===== src/rtl/pc_fetch_unit.sv =====
// pc_fetch_unit: program counter, next-PC selection and fault/halt detection for the fetch stage
module pc_fetch_unit #(
  parameter int PC_WIDTH = 32,
  parameter int INSTR_WIDTH = 32,
  parameter int IMEM_DEPTH = 256,
  parameter logic [PC_WIDTH-1:0] RESET_VECTOR = '0
) (
  input  logic                   clk,
  input  logic                   rst,
  input  logic                   Stall,
  input  logic                   Redirect_Valid,
  input  logic [PC_WIDTH-1:0]    Redirect_Target,
  input  logic [INSTR_WIDTH-1:0] Instr_In,
  output logic [PC_WIDTH-1:0]    PC,
  output logic [PC_WIDTH-1:0]    PC_Plus4,
  output logic [INSTR_WIDTH-1:0] Instr_Out,
  output logic                   Instr_Valid,
  output logic                   Halted,
  output logic                   Fetch_Fault,
  output logic [PC_WIDTH-1:0]    Fault_PC,
  output logic [31:0]            Retired_Count
);
  typedef enum logic [1:0] {BOOT, RUN, HALT, FAULT} state_t;
  localparam logic [PC_WIDTH-1:0] LIMIT = PC_WIDTH'(4 * IMEM_DEPTH);
  localparam logic [INSTR_WIDTH-1:0] EBREAK = INSTR_WIDTH'(32'h0010_0073);
  localparam logic [INSTR_WIDTH-1:0] NOP = INSTR_WIDTH'(32'h0000_0013);
  state_t state;
  logic bad_target;
  assign PC_Plus4 = PC + PC_WIDTH'(4);
  assign bad_target = (Redirect_Target[1:0] != 2'b00) || (Redirect_Target >= LIMIT);
  assign Instr_Valid = (state == RUN);
  assign Instr_Out = (state == RUN) ? Instr_In : NOP;
  always_ff @(posedge clk) begin
    if (rst) begin
      state <= BOOT;
      PC <= RESET_VECTOR;
      Retired_Count <= '0;
      Fault_PC <= '0;
      Halted <= 1'b0;
      Fetch_Fault <= 1'b0;
    end else if (state == BOOT) begin
      state <= RUN;
    end else if (state == RUN && !Stall) begin
      if (Instr_In == EBREAK) begin
        state <= HALT;
        Halted <= 1'b1;
        Retired_Count <= Retired_Count + 32'd1;
      end else if (Redirect_Valid && bad_target) begin
        state <= FAULT;
        Fetch_Fault <= 1'b1;
        Fault_PC <= Redirect_Target;
      end else if (Redirect_Valid) begin
        PC <= Redirect_Target;
        Retired_Count <= Retired_Count + 32'd1;
      end else if (PC_Plus4 >= LIMIT) begin
        // the last ROM word retires, but PC stays inside the legal range
        state <= FAULT;
        Fetch_Fault <= 1'b1;
        Fault_PC <= PC_Plus4;
        Retired_Count <= Retired_Count + 32'd1;
      end else begin
        PC <= PC_Plus4;
        Retired_Count <= Retired_Count + 32'd1;
      end
    end
  end
endmodule


===== config.mk =====
export PLATFORM = sky130hd
export DESIGN_NAME = pc_fetch_unit
export DESIGN_NICKNAME = d
export VERILOG_FILES = /design/src/rtl/pc_fetch_unit.sv
export SDC_FILE = /design/constraint.sdc
export NUM_CORES = 1
export LEC_CHECK = 0
export CORE_MARGIN = 5
export CORE_UTILIZATION = 29
export CTS_CLUSTER_SIZE = 8
export DETAILED_ROUTE_END_ITERATION = 12
export PLACE_DENSITY_LB_ADDON = 0.12
export SLEW_MARGIN = 20
export SYNTH_ARGS = -nofsm -noshare
export SYNTH_HDL_FRONTEND = slang
export SYNTH_SLANG_ARGS = --single-unit

===== constraint.sdc =====
create_clock -name clk -period 3.98 [get_ports clk]
set_input_delay 0.796 -clock clk [delete_from_list [all_inputs] [get_ports clk]]
set_output_delay 0.796 -clock clk [all_outputs]
set_load 0.01 [all_outputs]

==> out/summary.log <==
[yosys] mux contribution to synthesized area 3.52%
[setup_path] endpoint of the worst register-to-register path Fault_PC[23]
[placed_design] number of buffers added on ports 230
[clock_tree] CTS clock-pin slew for the worst setup and hold paths 0.08 ns
[floorplanning] Std-Cell Core Area 18600 um2
[clock_tree] Hold-fix buffers, CTS 0
[global_routing] total global routing overflow 0
[sta] crit path time final 3.82 ns
[sta] Final setup viols 0
[yosys] Compound-Gate Fraction of Synth Area 14.3%
[yosys] xor-xnor portion of the synthesized cell area 8.64%
[floorplanning] number of rows in the core area 50
[routing] drt total wl 20.7 mm
[yosys] sequential element share of the synthesized area 36.6%
[routing] total number of vias 5742
[setup_path] category of the critical setup timing path flop to output pin
[floorplanning] height of the die 147 um
[routing] first-pass detailed-route iteration total 5
[setup_path] arrival time worst endpoint 3.02 ns
[setup_path] CP startpoint kind flop
[routing] routed wire length per instance 18.6 um
[placed_design] RePlAce Congestion 0.911
[setup_path] data required time at the worst endpoint 3.18 ns
[pwr] leakage dissipation 3.01 nW
[yosys] most instantiated flip-flop cell in the synthesis netlist dfxtp_1
[setup_path] worst reg2reg setup slack 0.42 ns
[global_routing] wire length of the first global-routing pass 31.7 mm
[cells_and_area] number of diodes 0
[routing] Final ANT Viol Nets 0
[routing] Starting DRT DRC Count 291
[yosys] number of flops mapped to enable cells by yosys 0
[sta] final hold violation count 0
[clock_tree] H-tree depth reported by CTS 3
[setup_path] maximum fanout along the worst path 10
[setup_path] critical path startpoint PC[7]
[clock_tree] master cell of the clock root buffer clkbuf_16
[global_routing] total global-route track usage 18.2%
[yosys] post-synthesis instance total 660
[global_routing] largest net degree at the start of global routing 52
[global_routing] vias in the first global route 5533
[setup_path] endpoint kind of the worst setup timing path output pin
[yosys] main combinational cell family by area after synthesis simple AND/OR/NAND/NOR gates
[floorplanning] Die Area 21700 um2
[yosys] Post-Syn Area 5470 um2
[setup_path] Setup crit end PC_Plus4[26]
[setup_path] startpoint of the most critical register-to-register path PC[22]
[sta] post-layout worst setup margin 0.163 ns
[cells_and_area] share of the core filled with cells in the final layout 45.0%
[routing] count of unresolved DRC violations after routing 0
[yosys] Post-synth ARST share 0%
[floorplanning] Starting Density 29.4%
[sta] number of max-slew violations in the final report 0
[yosys] adder-cell share of the synthesized area 0.686%
[cells_and_area] final net count 946
[clock_tree] CTS sink cnt 100
[setup_path] worst-case reg-to-reg path depth 9
[sta] Slew @ Worst Pin 0.978 ns
[yosys] synthesis-stage register bit count 100
[placed_design] detailed placement HPWL 16.2 mm
[clock_tree] number of CTS-inserted buffers 9
[sta] max_slew headroom 34.6%
[cells_and_area] layout overhead on the synthesized area 53.3%
[floorplanning] width of the chip 147 um
[clock_tree] clock latency on the worst-skew pair 0.35 ns
[yosys] synthesis warning total 0
[min_path] kind of path behind the tightest hold check flop to flop
[outcome] result of the run finished clean
[sta] worst hold slack after final layout 0.476 ns
[clock_tree] CTS tree built
[sta] final setup skew 0.0105 ns
[clock_tree] deepest clock path buffer count 2
[sta] Setup TNS Final 0 ns
[cells_and_area] share of layout cells above drive strength 1 8.30%
[pwr] worst IR drop on VDD 216 uV
[yosys] distinct cell type count after synthesis 61
[placed_design] worst slack after detailed placement 0.163 ns
[routing] mean number of vias per cell 5.15
[run] max cap viols 0
[yosys] Simple-Gate Fraction of Synth Area 31.1%
[yosys] synthesized area per cell 8.29 um2
[sta] fraction of the cycle the final worst path needs 95.9%
[sta] Max Clock Freq 262 MHz
[floorplanning] IO Pins 231
[sta] setup repair after global routing missed its margin false
[placed_design] dpl cells 1097
[global_routing] initial antenna violation count 0
[pwr] Power per Cell Area 281 nW/um2
[cells_and_area] post-layout instance count excluding filler cells 1114
[yosys] Syn Nets 731
[final cells by class]
class                      instances  area, um2
fill                            1830      10300
multi-input combinational        494       3220
tap                              234        293
clock inverter                     7        105
timing repair buffer             251       2470
sequential                       100       2000
inverter                          19       71.3
clock buffer                       9        225
[stage by stage]
step / area [um2] / power, mW
2_1_floorplan: 5470 / 1.19
6_report: 8390 / 2.36
3_3_place_gp: 8040 / 1.39
3_5_place_dp: 8040 / 1.39
5_1_grt: 8390 / 2.44
4_1_cts: 8370 / 2.38
[worst min-delay path by stage]
stage                startpoint          end  slack (ns)  depth (start not counted)
floorplan              state[0]     state[0]        0.46                          2
global placement         Halted       Halted        0.47                          2
finish                   Halted       Halted        0.48                          2
CTS                      Halted       Halted        0.48                          2
detailed placement       Halted       Halted        0.46                          2
global route        Fetch_Fault  Fetch_Fault        0.52                          2
[metal layers]
layer  global-route usage, %  wire [um]  part of all wire (%)
met5                       0          0                     0
met4                    4.75        325                   1.6
met3                    3.86       1280                   6.2
met2                    31.2       9870                    48
met1                    23.4       9250                    45
[layout by cell type, fill, tap and decap left out, types with 4 or more instances in the layout]
| cell type | n |
|---|---|
| a22oi_1 | 17 |
| dfxtp_1 | 98 |
| a211oi_1 | 11 |
| nor4_1 | 17 |
| mux2i_1 | 17 |
| xor2_1 | 33 |
| a31o_1 | 4 |
| nand2_1 | 46 |
| clkbuf_16 | 9 |
| nand4_1 | 14 |
| clkdlybuf4s50_1 | 229 |
| nor2_1 | 76 |
| xnor2_1 | 21 |
| buf_4 | 20 |
| and2_1 | 37 |
| and4_1 | 6 |
| inv_1 | 19 |
| nand3_1 | 29 |
| a21oi_1 | 17 |
| and3_1 | 29 |
| or3_1 | 12 |
| o21ai_0 | 11 |
| nor3_2 | 4 |
| nor3_1 | 18 |
| a211oi_2 | 8 |
| or2_2 | 5 |
| a311oi_1 | 5 |
[cell usage after synthesis (all sizes together), types with 2 or more instances]
cell / n / area, um2
nor3: 22 / 130
nand4b: 3 / 26.3
xor2: 33 / 289
and4: 6 / 52.6
o21ai: 15 / 75.1
o2111ai: 3 / 26.3
nor2: 76 / 285
ha: 3 / 37.5
or4: 3 / 22.5
nor4: 21 / 159
a311oi: 6 / 58.8
or3: 12 / 75.1
mux2: 2 / 22.5
and2: 38 / 240
nor3b: 2 / 15.0
nand2: 46 / 173
inv: 19 / 71.3
o41ai: 2 / 25.0
xnor2: 21 / 184
nand3: 31 / 165
mux2i: 17 / 170
a31oi: 2 / 12.5
o211ai: 3 / 22.5
and3: 29 / 181
dfxtp: 100 / 2000
a41oi: 2 / 17.5
o211a: 2 / 20.0
clkbuf: 26 / 97.6
a21oi: 18 / 93.8
a211oi: 19 / 183
or2: 5 / 31.3
a22oi: 17 / 128
nand2b: 2 / 12.5
nand4: 15 / 100
o31ai: 2 / 15.0
a31o: 4 / 35.0
nor4b: 2 / 17.5
buf: 21 / 115
[repair_timing]
action / CTS / global route
setup buffers: 0 / 1
setup endpoints to repair: 0 / 3
resized for setup: 0 / 4
[kinds of logic after synthesis]
group	after synthesis
simple gates	315
compound gates	103
flops	100
buf+inv	66
xor+xnor	54
mux	19
fa+ha+maj	3
[report_power, final]
group,leakage [nW],switching [mW],internal (mW)
registers,0.810,0.0152,1.02
clock network,0.159,0.430,0.562
logic,2.04,0.155,0.179
[worst max-delay path, stage by stage, from the launching register on]
cell,delay [ns]
dfxtp_1,0.46
nand3_2,0.26
or4_4,0.66
nor4_1,0.32
xor2_1,0.35
clkdlybuf4s50_1,0.62
[flip-flops by register name, indices dropped and copies added (netlist names)]
signal	cells
Fault_PC	32
PC	32
Retired_Count	32
state	2
Fetch_Fault	1
Halted	1
Power figures use the tool's default switching activity.
